[config.mk]
export PLATFORM = sky130hd
export DESIGN_NAME = seg_reader
export DESIGN_NICKNAME = d
export VERILOG_FILES = /design/src/rtl/seg_pkg.sv /design/src/rtl/seg_pattern_decode.sv /design/src/rtl/seg_reader.sv
export SDC_FILE = /design/constraint.sdc
export NUM_CORES = 1
export LEC_CHECK = 0
export ABC_CLOCK_PERIOD_IN_PS = 2800
export CORE_UTILIZATION = 51
export CTS_CLUSTER_DIAMETER = 200
export DETAILED_ROUTE_END_ITERATION = 16
export PLACE_DENSITY = 0.86
export SKIP_LAST_GASP = 1
export SYNTH_ARGS = -nofsm -noshare
export SYNTH_HDL_FRONTEND = slang
export SYNTH_SLANG_ARGS = --single-unit
[constraint.sdc]
create_clock -name CLOCK_50 -period 2.8 [get_ports CLOCK_50]
set_input_delay 0.56 -clock CLOCK_50 [delete_from_list [all_inputs] [get_ports CLOCK_50]]
set_output_delay 0.56 -clock CLOCK_50 [all_outputs]
set_load 0.005 [all_outputs]
[src/rtl/seg_pkg.sv]
// seg_pkg: shared constants and types for the seven-segment display reader
package seg_pkg;
  localparam int DIGITS = 4;
  localparam int STABLE_DEFAULT = 16;
  // Active-low segment patterns for hex digits 0..F, bit order g..a
  localparam logic [6:0] SEG_PAT [16] = '{
    7'b1000000, 7'b1111001, 7'b0100100, 7'b0110000,
    7'b0011001, 7'b0010010, 7'b0000010, 7'b1111000,
    7'b0000000, 7'b0011000, 7'b0001000, 7'b0000011,
    7'b1000110, 7'b0100001, 7'b0000110, 7'b0001110
  };
  typedef enum logic [1:0] {WAIT, SETTLE, HOLD} state_t;
endpackage

[src/rtl/seg_pattern_decode.sv]
// seg_pattern_decode: maps an active-low segment pattern to its hex value
module seg_pattern_decode
  import seg_pkg::*;
(
  input  logic [6:0] pattern,
  output logic [3:0] value,
  output logic       valid
);
  // linear search over the pattern table; unknown patterns leave valid low
  always_comb begin
    value = '0;
    valid = 1'b0;
    for (int i = 0; i < 16; i++) begin
      if (pattern == SEG_PAT[i]) begin
        value = 4'(i);
        valid = 1'b1;
      end
    end
  end
endmodule

[src/rtl/seg_reader.sv]
// seg_reader: samples a multiplexed 4-digit display bus and rebuilds its value
module seg_reader
  import seg_pkg::*;
#(
  parameter int STABLE_CYCLES = STABLE_DEFAULT
)
(
  input  logic        CLOCK_50,
  input  logic        RESET,
  input  logic [6:0]  SEG_N,
  input  logic [3:0]  DIG_N,
  output logic [15:0] VALUE,
  output logic        VALID,
  output logic [3:0]  ERR,
  output logic        BUS_ERR
);
  localparam int CW = $clog2(STABLE_CYCLES) + 1;
  localparam logic [CW-1:0] CNT_MAX = CW'(STABLE_CYCLES - 1);

  logic [6:0] seg_s1, seg_s2;
  logic [DIGITS-1:0] dig_s1, dig_s2, dig_low, cap, bad, seen;
  logic [10:0] prev;
  state_t state, state_n;
  logic [CW-1:0] cnt, cnt_n;
  logic eval, changed, one_low, many_low, pat_ok;
  logic [3:0] pat_val;
  logic [DIGITS*4-1:0] slots, slots_n;

  seg_pattern_decode u_dec (.pattern(seg_s2), .value(pat_val), .valid(pat_ok));

  assign changed  = {dig_s2, seg_s2} != prev;
  assign dig_low  = ~dig_s2;
  assign one_low  = |dig_low && ((dig_low & (dig_low - 1'b1)) == '0);
  assign many_low = |dig_low && !one_low;
  assign cap      = eval && one_low && pat_ok ? dig_low : '0;
  assign bad      = eval && one_low && !pat_ok ? dig_low : '0;

  // two-flop synchronizers; idle bus reads as all ones
  always_ff @(posedge CLOCK_50 or posedge RESET) begin
    if (RESET) begin
      seg_s1 <= '1;
      seg_s2 <= '1;
      dig_s1 <= '1;
      dig_s2 <= '1;
    end else begin
      seg_s1 <= SEG_N;
      seg_s2 <= seg_s1;
      dig_s1 <= DIG_N;
      dig_s2 <= dig_s1;
    end
  end

  // stability tracker state, counter and last synchronized bus value
  always_ff @(posedge CLOCK_50 or posedge RESET) begin
    if (RESET) begin
      state <= WAIT;
      cnt   <= '0;
      prev  <= '1;
    end else begin
      state <= state_n;
      cnt   <= cnt_n;
      prev  <= {dig_s2, seg_s2};
    end
  end

  // any bus change restarts settling; one evaluation when the count tops out, then hold
  always_comb begin
    state_n = state;
    cnt_n   = cnt;
    eval    = 1'b0;
    if (changed) begin
      state_n = SETTLE;
      cnt_n   = '0;
    end else if (state == SETTLE) begin
      eval    = cnt == CNT_MAX;
      state_n = eval ? HOLD : SETTLE;
      cnt_n   = eval ? cnt : cnt + 1'b1;
    end
  end

  // write the captured nibble into its digit slot
  always_comb begin
    slots_n = slots;
    for (int n = 0; n < DIGITS; n++)
      if (cap[n]) slots_n[n*4 +: 4] = pat_val;
  end

  // frame assembly; a capture coinciding with frame completion counts for the next frame
  always_ff @(posedge CLOCK_50 or posedge RESET) begin
    if (RESET) begin
      VALUE   <= '0;
      VALID   <= 1'b0;
      ERR     <= '0;
      BUS_ERR <= 1'b0;
      slots   <= '0;
      seen    <= '0;
    end else begin
      slots   <= slots_n;
      seen    <= (&seen ? '0 : seen) | cap;
      VALID   <= &seen;
      if (&seen) VALUE <= slots;
      ERR     <= ERR | bad;
      BUS_ERR <= BUS_ERR | (eval && many_low);
    end
  end
endmodule

After elaboration in Yosys (flattened, before gate mapping)

Cells that the tools add are included.

Add/subtract/negate cells: 2
Multiply operators: 0
Div/mod/pow operators: 0
Magnitude comparators: 0
Equality and inequality tests: 19
Shift-type cells: 0
Mux-type cells: 42
Bitwise operators: 5
Reduce and logical (&&, ||, !) cells: 14

Operators by type and width:

| cell                  | number |
|---|---|
| $mux W4               | 11 |
| $eq A7 B7 Y1 const B  | 4 |
| $eq A7 B5 Y1 const B  | 3 |
| $eq A7 B6 Y1 const B  | 3 |
| $mux W1               | 19 |
| $mux W5               | 3 |
| $eq A7 B2 Y1 const B  | 2 |
| $eq A7 B4 Y1 const B  | 2 |
| $mux W3               | 4 |
| $ne A11 B11 Y1        | 1 |
| $mux W2               | 5 |
| $or A4 B4 Y4          | 2 |
| $eq A7 B3 Y1 const B  | 1 |
| $logic_not A7 Y1      | 1 |
| $logic_and A1 B1 Y1   | 6 |
| $add A5 B1 Y5 const B | 1 |
| $eq A5 B4 Y1 const B  | 1 |
| $and A4 B4 Y4         | 1 |
| $logic_not A4 Y1      | 1 |
| $not A4 Y4            | 1 |
| $reduce_and A4 Y1     | 1 |
| $reduce_or A4 Y1      | 1 |
| $sub A4 B1 Y4 const B | 1 |
| $eq A2 B1 Y1 const B  | 1 |
| 5 further kinds       | 6 |

Bits in registers: 82
Bits in latches: 0
RAM bits: 0
Bits in read-only memories: 0
Input port bits: 13
Output and inout port bits: 22
Logic and storage cells: 98
Memories: 0

Depth between registers and ports, before layout

Depth after elaboration: 21
Depth in mapped cells: 9
Mapped depth without buffers: 9

Cells and area by module

Synthesis repeated with hierarchy kept, for this count alone.

Cells, all modules: 280
Area total of the unflattened synthesis: 3408.3 um^2

By module, submodules not included:

| module             | times used | cells each | area each (um^2) | sequential area each (um^2) |
|---|---|---|---|---|
| seg_reader         | 1          | 226        | 3040.4           | 2093.3 |
| seg_pattern_decode | 1          | 54         | 367.9            | 0.0 |

Worst setup path after synthesis

No wires, ideal clock.

Path kind: reg-to-reg
Start: reg seg_s2[1]
End: reg slots[0]
Library setup time: 137 ps
Data arrival time: 1994 ps
Data required time: 2663 ps
Slack: 669 ps
Cell stages (with the launch flop): 8
Path buffers: 1
Period minus slack after synthesis: 2131 ps
Path through: dfstp_2 -> buf_2 -> or3b_2 -> a211oi_1 -> a31oi_1 -> and3_4 -> a311oi_4 -> a21oi_1

Word-level cells in the longest chain between the ends: 19
Elaborated cells between the ends (all ways): 52
Classes of those cells: 16 x eq/ne; 33 x mux; 3 x reduce/logical

RTL lines:

| element                  | line                     | RTL |
|---|---|---|
| start: declaration       | seg_reader.sv:20         | `logic [6:0] seg_s1, seg_s2;` |
| start signal: assignment | seg_reader.sv:47         | `seg_s2 <= seg_s1;` |
| $eq A7 B7 Y1             | seg_pattern_decode.sv:14 | `if (pattern == SEG_PAT[i]) begin` |
| $mux W1 (16 in a row)    | seg_pattern_decode.sv:14 |  |
| $logic_and A1 B1 Y1      | seg_reader.sv:35         | `assign cap = eval && one_low && pat_ok ? dig_low : '0;` |
| $mux W4                  | seg_reader.sv:35         |  |
| end signal: assignment   | seg_reader.sv:98         | `slots <= slots_n;` |
| end: declaration         | seg_reader.sv:27         | `logic [DIGITS*4-1:0] slots, slots_n;` |

Several ways; a longest one is shown, not always the timed one.
A chain may end at the register's enable or synchronous reset.

Worst setup path in the final report

Start: reg seg_s2[1]
End: reg slots[4]

The elaborated chain is that of the path after synthesis.

==> results.cfg <==
[yosys]
synthFlopType = dfrtp_1
netlist_area_sq_um = 3457
syn_inst = 307
syn_nets = 322
synth_edf_count = 0
yosys_warnings = 0
synth.distinct_cells = 52
ys_ff_latch = 82
async_flop_share = 1.000
ys_seq_area_frac = 0.6055
synth.avg_cell_area_sq_um = 11.26

[layout]
area_delta_synth_final_pct = 17.26
final_common_cell = nand2_1
post-route-util = 0.6277
fillerInstances = 526
instances_no_fill = 422
final_area_sq_um = 4054
antennaDiodeCount = 0
layout.nets = 355
drive_gt1_frac = 0.2000
mostFrequentLayoutCells = 58 x nand2_1, 49 x dfrtp_1, 34 x clkdlybuf4s50_1

[drt]
drc = 2
ant_nets = 0
avgViaCountPerCell = 5.521
vias = 2330
drt_wl_total_mm = 6.137
wl_per_cell_um = 14.54
drt_pass1_iterations = 12
drtIter0Drc = 116

[clock_network]
cts-buffers-inserted = 9
cts_setup_buffers = 0
post_cts_resized = 0
clockBufferDepth = 2
tritoncts_num_sinks = 82
clock_latency_ps = 350
root_buffer = clkbuf_8
htree_levels = 3
clk_pin_slew_ps = 80
cts_tree = done
postCtsHoldBufs = 0

[run_status]
outcome = finished, violations left
failed_checks = design-rule violations

[sta]
clock_skew_ps = 14.76
fin_crit_sh = 0.8831
slew_viol_final = 0
fmax_mhz = 404.4
min_period_ps = 2473
grt_setup_unrepaired = false
finalHoldViolCount = 0
tightest_slew_ps = 547.1
setup_tns_ps = 0
setup_violations = 0
max_slew_margin = 0.6328

[flow_run]
drv_cap = 0

[worst_hold_path]
hold_class = flip-flop to flip-flop

[placed_design]
placed_cells = 406
routabilityCongestion = 0.7793
io_buffer_count = 34
dp.final_hpwl_mm = 4.136
dpl_cell_area_sq_um = 3861

[worst_setup_path]
cp_max_fo = 19
crit_type = flip-flop to flip-flop
crit_required_ps = 3010
crit_arrival_ps = 2690
crit_path_end_kind = flip-flop
startpoint_type = flip-flop

[power]
ir_drop_mv = 0.3828
p_leak_uw = 0.001752
powerDensity_nw_per_um2 = 545.8

[floorplan]
rows = 29
coreArea_sq_um = 6459
die-width_um = 84.33
pin_count = 35
fp.dieH_um = 84.33
start_util = 0.5353
dieArea_sq_um = 7112

[global_route]
antenna_found_initial = 0
grt_pass1_wl_mm = 10.35
grt_max_degree = 83
grtUsageTotal = 0.1878
first_global_vias = 2259
grt-ovfl-total = 0
==> layer usage <==
metal,part of all wire,GRT usage
met1,0.45,0.2379
met2,0.50,0.3077
met3,0.046,0.04425
met4,0.0051,0.08937
met5,0,0
==> worst max-delay path: stages (launching register included) <==
cell and delay (ps):
dfstp_2 780, or3b_2 490, a211oi_1 300, a31oi_1 140, and3_4 240, a311oi_4 280
a21oi_1 110
==> Yosys cell counts (all sizes together), types with 2 or more instances <==
| cell type | number | area [sq um] |
|---|---|---|
| nor4b | 3 | 26.28 |
| o21ai | 13 | 65.06 |
| clkbuf | 3 | 11.26 |
| a21oi | 26 | 130.1 |
| and3 | 4 | 30.03 |
| nor2 | 13 | 48.80 |
| o21bai | 5 | 37.54 |
| nand4b | 3 | 26.28 |
| a21o | 3 | 22.52 |
| or2 | 4 | 25.02 |
| nand2 | 58 | 217.7 |
| xnor2 | 6 | 52.55 |
| a32oi | 2 | 17.52 |
| buf | 13 | 63.81 |
| ha | 2 | 25.02 |
| a311oi | 2 | 35.04 |
| dfrtp | 49 | 1226 |
| nand3 | 5 | 30.03 |
| dfstp | 33 | 867.1 |
| xor2 | 13 | 113.9 |
| o211ai | 2 | 15.01 |
| nor4 | 2 | 12.51 |
| a211oi | 2 | 15.01 |
| nand2b | 4 | 25.02 |
| nor3b | 4 | 35.03 |
| nor3 | 8 | 83.83 |
| inv | 4 | 15.01 |
| nand4 | 4 | 25.02 |
==> area by class of cell <==
class / count / area, sq um / share of cell area
repair buffers: 38 / 382.9 / 0.09444
clock inverters: 6 / 65.06 / 0.01605
clock buffers: 10 / 127.6 / 0.03148
multi-input cells: 204 / 1270 / 0.3133
well taps: 77 / 96.34 / 0.02377
inverters: 5 / 18.77 / 0.004630
flip-flops and latches: 82 / 2093 / 0.5164
==> registers in the layout, summed over array words and instances, names as in the netlist <==
register  count
VALUE        16
slots        16
prev         11
seg_s1        7
seg_s2        7
cnt           5
ERR           4
dig_s1        4
dig_s2        4
seen          4
state         2
BUS_ERR       1
VALID         1
==> logic make-up after synthesis <==
family | share of synthesized area
simple gates | 0.1889
flops | 0.6055
compound gates | 0.1173
buf+inv | 0.02714
xor+xnor | 0.04814
fa+ha+maj | 0.01013
mux | 0.002896
==> per-stage QoR <==
| stage | hold WS, ps | setup WS, ps | total power, uW |
|---|---|---|---|
| CTS | 352.0 | 304.3 | 2239 |
| detailed placement | 346.8 | 313.6 | 1402 |
| global placement | 345.6 | 423.4 | 1397 |
| finish | 351.0 | 327.2 | 2213 |
| floorplan | 345.2 | 186.2 | 1361 |
| global route | 358.1 | 183.9 | 2300 |
==> power breakdown <==
| part | internal (uW) | switching, uW | leakage (uW) |
|---|---|---|---|
| logic | 50.8 | 61.5 | 0.000629 |
| registers | 1230 | 38.4 | 0.00103 |
| clock network | 414 | 420 | 0.0000966 |
==> path summary, 6_finish.rpt <==
kind                       slack (ps)  cells past startpoint  startpoint         to
setup / recovery                  330                      6   seg_s2[1]   slots[4]
hold / removal                    350                      0   seg_s1[6]  seg_s2[6]
max in group asynchronous        1840                      3       RESET  seg_s1[5]
hold reg to reg                   350                      0   seg_s1[6]  seg_s2[6]
setup reg to reg                  330                      6   seg_s2[1]   slots[4]
min in group asynchronous         620                      3       RESET  slots[10]
Note: power is estimated with default switching activity, not from simulation.
==> variant 1: new RTL, config.mk and constraints unchanged <==
Put one more register stage on the output `ERR`, cleared by the reset. The value now appears one clock later. The other outputs are not delayed to match.
--- a/src/rtl/seg_reader.sv
+++ b/src/rtl/seg_reader.sv
@@ -16,6 +16,8 @@
 );
   localparam int CW = $clog2(STABLE_CYCLES) + 1;
   localparam logic [CW-1:0] CNT_MAX = CW'(STABLE_CYCLES - 1);
+
+  logic [3:0] ERR_s0;
 
   logic [6:0] seg_s1, seg_s2;
   logic [DIGITS-1:0] dig_s1, dig_s2, dig_low, cap, bad, seen;
@@ -90,7 +92,7 @@
     if (RESET) begin
       VALUE   <= '0;
       VALID   <= 1'b0;
-      ERR     <= '0;
+      ERR_s0  <= '0;
       BUS_ERR <= 1'b0;
       slots   <= '0;
       seen    <= '0;
@@ -99,9 +101,17 @@
       seen    <= (&seen ? '0 : seen) | cap;
       VALID   <= &seen;
       if (&seen) VALUE <= slots;
-      ERR     <= ERR | bad;
+      ERR_s0  <= ERR_s0 | bad;
       BUS_ERR <= BUS_ERR | (eval && many_low);
     end
   end
+  always_ff @(posedge CLOCK_50 or posedge RESET) begin
+    if (RESET) begin
+      ERR <= '0;
+    end else begin
+      ERR <= ERR_s0;
+    end
+  end
+
 endmodule
 
Check against the original RTL: no difference found for any inputs over 10 cycles, from zero or initial values and one cycle with RESET high; that may be too few to reach the edited logic, so the function may still have changed.
==> variant 1 against the original RTL <==
Setup slack worse by 0.10 ns; count of clock-buffer cells in the layout is 3 higher; design area rose by 2.7%; highest routed layer unchanged; wire length decreased by 5.8%; total power up 4.0%; sequential cell count up 4; area after synthesis rose by 2.0%.
==> variant 1: results (changes against the original RTL) <==
POSTSYNTHREGISTERBITS=86  # +4.9%
TIMING.CRITICAL_PATH.FANOUT_MAX=16  # -3
WORST_CLK_SKEW_NS=0.01261  # -0.002145 ns
GP_CONGESTION=0.8114  # +4.1%
SYNTHXORXNORAREAFRAC_PCT=3.973  # -0.84 points
SWITCHING_SHARE_PCT=21.85  # -1.6 points
CPLARGESTDELAYFAMILY='flip-flops'
MAPPEDNETLISTAREA_UM2=3527  # +2.0%
VIA_COUNT_OF_THE_FIRST_GLOBAL_ROUTING_PASS=2261  # +0.089%
FINAL-CLK-CELL-SHARE_PCT=4.839  # +0.086 points
DPL-INSTANCE-AREA_UM2=3961  # +2.6%
MET3_ROUTED_WL_UM=297  # +5.3%
YOSYSSEQAREASHARE_PCT=62.19  # +1.6 points
N_FILL_CELL=485  # -7.8%
NON_FILLER_INSTANCES=404  # -4.3%
CLKBUF_COUNT=13  # +3
GRT.TOTAL_USAGE_PCT=18.44  # -0.34 points
POST_ROUTE_CELLS_DRIVE_ABOVE_1_SHARE_PCT=20.49  # +0.49 points
NUMPLACEDINSTANCES=388  # -4.4%
VIA_TOTAL_AFTER_DETAILED_ROUTING=2192  # -5.9%
DESIGN.FINAL.NETS=337  # -5.1%
CRITICAL_PATH_DATA_ARRIVAL_TIME_NS=2.81  # +0.12 ns
SYNTH_ADDER_AREA_SHARE_PCT=0.9933  # -0.020 points
GRT_PASS1_WL_UM=10210  # -1.3%
COMBINATIONALPOWERSHARE_PCT=4.7  # -0.4 points
GRT_MAX_DEGREE=87  # +4.8%
POWER.SEQUENTIAL.TOTAL_mW=1.32  # +4%
POWERDENSITY_nW_PER_UM2=552.8  # +1.3%
POST_SYNTH_MUX_AREA_SHARE_PCT=4.115  # +3.8 points
DETAILEDPLACE.WORSTSLACK_NS=0.2803  # -0.03328 ns
NUM-NONCLK-BUFFERS=41  # +7.9%
OUTCOME='finished clean'
WORST_IR_DROP_VDD_uV=420.7  # +9.9%
MET2ROUTEDLENGTH_UM=2870  # -6.7%
MULTIINPUTGATEAREA_UM2=1242  # -2.2%
COMB.MULTI_INPUT.COUNT=178  # -13%
-- variant 1: changes by cell type in the layout (fill, tap and decap cells not counted), moves of 4 or more --
cell,before,now
sky130_fd_sc_hd__mux2_1,0,12
sky130_fd_sc_hd__o21ai_0,13,3
sky130_fd_sc_hd__o21ai_1,0,8
sky130_fd_sc_hd__a21oi_1,26,2
sky130_fd_sc_hd__xnor2_1,6,1
sky130_fd_sc_hd__dfrtp_1,49,53
-- variant 1: path summary, 6_finish.rpt --
path	slack [ns]	startpoint	endpoint	cells after the start
min in group asynchronous	0.63	RESET	ERR_s0[3]	3
max in group asynchronous	1.81	RESET	prev[6]	3
max	0.23	seg_s2[0]	slots[8]	7
min	0.35	seg_s1[2]	seg_s2[2]	0
max reg2reg	0.23	seg_s2[0]	slots[8]	7
min reg2reg	0.35	seg_s1[2]	seg_s2[2]	0
==> variant 2: new RTL, config.mk and constraints unchanged <==
Made on the original files. Set the package constant `STABLE_DEFAULT` to 8 (it was 16).
--- a/src/rtl/seg_pkg.sv
+++ b/src/rtl/seg_pkg.sv
@@ -1,7 +1,7 @@
 // seg_pkg: shared constants and types for the seven-segment display reader
 package seg_pkg;
   localparam int DIGITS = 4;
-  localparam int STABLE_DEFAULT = 16;
+  localparam int STABLE_DEFAULT = 8;
   // Active-low segment patterns for hex digits 0..F, bit order g..a
   localparam logic [6:0] SEG_PAT [16] = '{
     7'b1000000, 7'b1111001, 7'b0100100, 7'b0110000,
Behaviour: same outputs for any inputs over 10 cycles, from zero or initial values and one cycle with RESET high; that may be too few to reach the edited logic, so the function may still have changed.
==> variant 2 against the original RTL <==
The flow still finishes with violations (DRC); total power increased by 4.1%; setup slack got worse by 0.14 ns; area after synthesis decreased by 1.1%; sequential cell count is 1 lower; clock power up 14%; wire length fell by 2.7%; global-route usage grew 0.89 points; design area shrank 0.25%; critical endpoint is now slots[14].
==> variant 2: results (changes against the original RTL) <==
OUTCOME='complete, but fails checks'
VIOLATIONS='DRC'
TIMING.CRITICAL_PATH.FANOUT_MAX=14  # -5
SYNTH_CELL_TYPES=50  # -3.8%
P_SEQ_SHARE_PCT=54.1  # -3.1 points
DRC_ERRORS=5  # +3
WORST_IR_DROP_VDD_uV=429.8  # +12%
MET3_ROUTED_WL_UM=225  # -20%
TIMING.HOLD.WORST_ENDPOINT='dig_s2[2]'
CRITPATHMAXSTAGEDELAY_NS=0.69  # -0.09 ns
WL_PER_CELL_UM=15.01  # +3.2%
POST-DP-HPWL_UM=4007  # -3.1%
DESIGN.FINAL.NETS=330  # -7.0%
ENDPOINT='slots[14]'
WORST_CLK_SKEW_NS=0.008343  # -0.006413 ns
P_SW_mW=0.5183  # -0.26%
WORST-SLEW-PIN-TRANSITION_NS=0.6870  # +0.1399 ns
VIA_COUNT_OF_THE_FIRST_GLOBAL_ROUTING_PASS=2196  # -2.8%
SYNTH_TOP_AREA_CELLS='sky130_fd_sc_hd__dfrtp_1 (35%), sky130_fd_sc_hd__dfstp_2 (25%), sky130_fd_sc_hd__nand2_1 (6.4%)'
FF2FF_PATH_DEPTH=5  # -1
SYNTH_NETS=296  # -8.1%
CRITICAL_PATH_DATA_ARRIVAL_TIME_NS=2.86  # +0.17 ns
GRT.TOTAL_USAGE_PCT=19.67  # +0.89 points
POST_ROUTE_CELLS_DRIVE_ABOVE_1_SHARE_PCT=22.43  # +2.4 points
GP_CONGESTION=0.8338  # +7.0%
SLACK_OF_THE_WORST_REG_TO_REG_PATH_NS=0.19  # -0.14 ns
ROUTE.DETAILED.VIAS_PER_INST=5.480  # -0.75%
[variant 2: cell types whose count changed after synthesis, sizes merged, moves of 4 or more]
| cell | change |
|---|---|
| xnor2 | -4 |
| nor4 | +4 |
| nand4 | +6 |
| and3 | -4 |
| nor3 | -5 |
| o21ai | -4 |
| buf | -7 |
| mux2 | +12 |
| clkbuf | +4 |
| a21oi | -24 |
[variant 2: layer usage]
| metal | track usage, % | up-vias |
|---|---|---|
| met1 | 25.47 | 1063 |
| met4 | 10.97 | 0 |
| li1 | - | 1047 |
| met2 | 30.33 | 58 |
| met5 | 0 | - |
| met3 | 4.946 | 13 |
[variant 2: worst max-delay path, delay by kind of cell (launching register included)]
family	cells	cell delay, ns
mux	1	0.39
flops	1	0.69
xor+xnor	1	0.15
compound gates	1	0.52
simple gates	2	0.75
[variant 2: through the flow]
stage                     utilization, %  worst slack (ns)  std cells  hold slack (ns)  cell area [µm²]
after floorplan                        -            0.2145        282           0.3452             3420
after global placement             59.40            0.3046        382           0.3456             3815
after detailed placement           59.40            0.2305        382           0.3472             3815
after CTS                          62.97            0.1938        398           0.3529             4044
after global routing               62.97           0.07775        398           0.3520             4044
final                              62.97            0.1857        398           0.3506             4044
[variant 2: cells by family after synthesis]
family	count (synthesis)	share of synthesized area, %
DFF	81	60.48
and+or+nand+nor	118	18.99
muxes	13	4.573
buffers and inverters	20	2.780
xor gates and xnor gates	16	4.098
adders and majority gates	1	0.3658
AOI/OAI and AO/OA	33	8.709
[variant 2: cell type report]
type | instances | area, µm²
multi-input cells | 181 | 1256
well taps | 77 | 96.34
clock buffers | 10 | 137.6
fillers | 488 | 2379
repair buffers | 36 | 367.9
clock inverters | 6 | 91.34
inverters | 7 | 26.28
flip-flops and latches | 81 | 2068
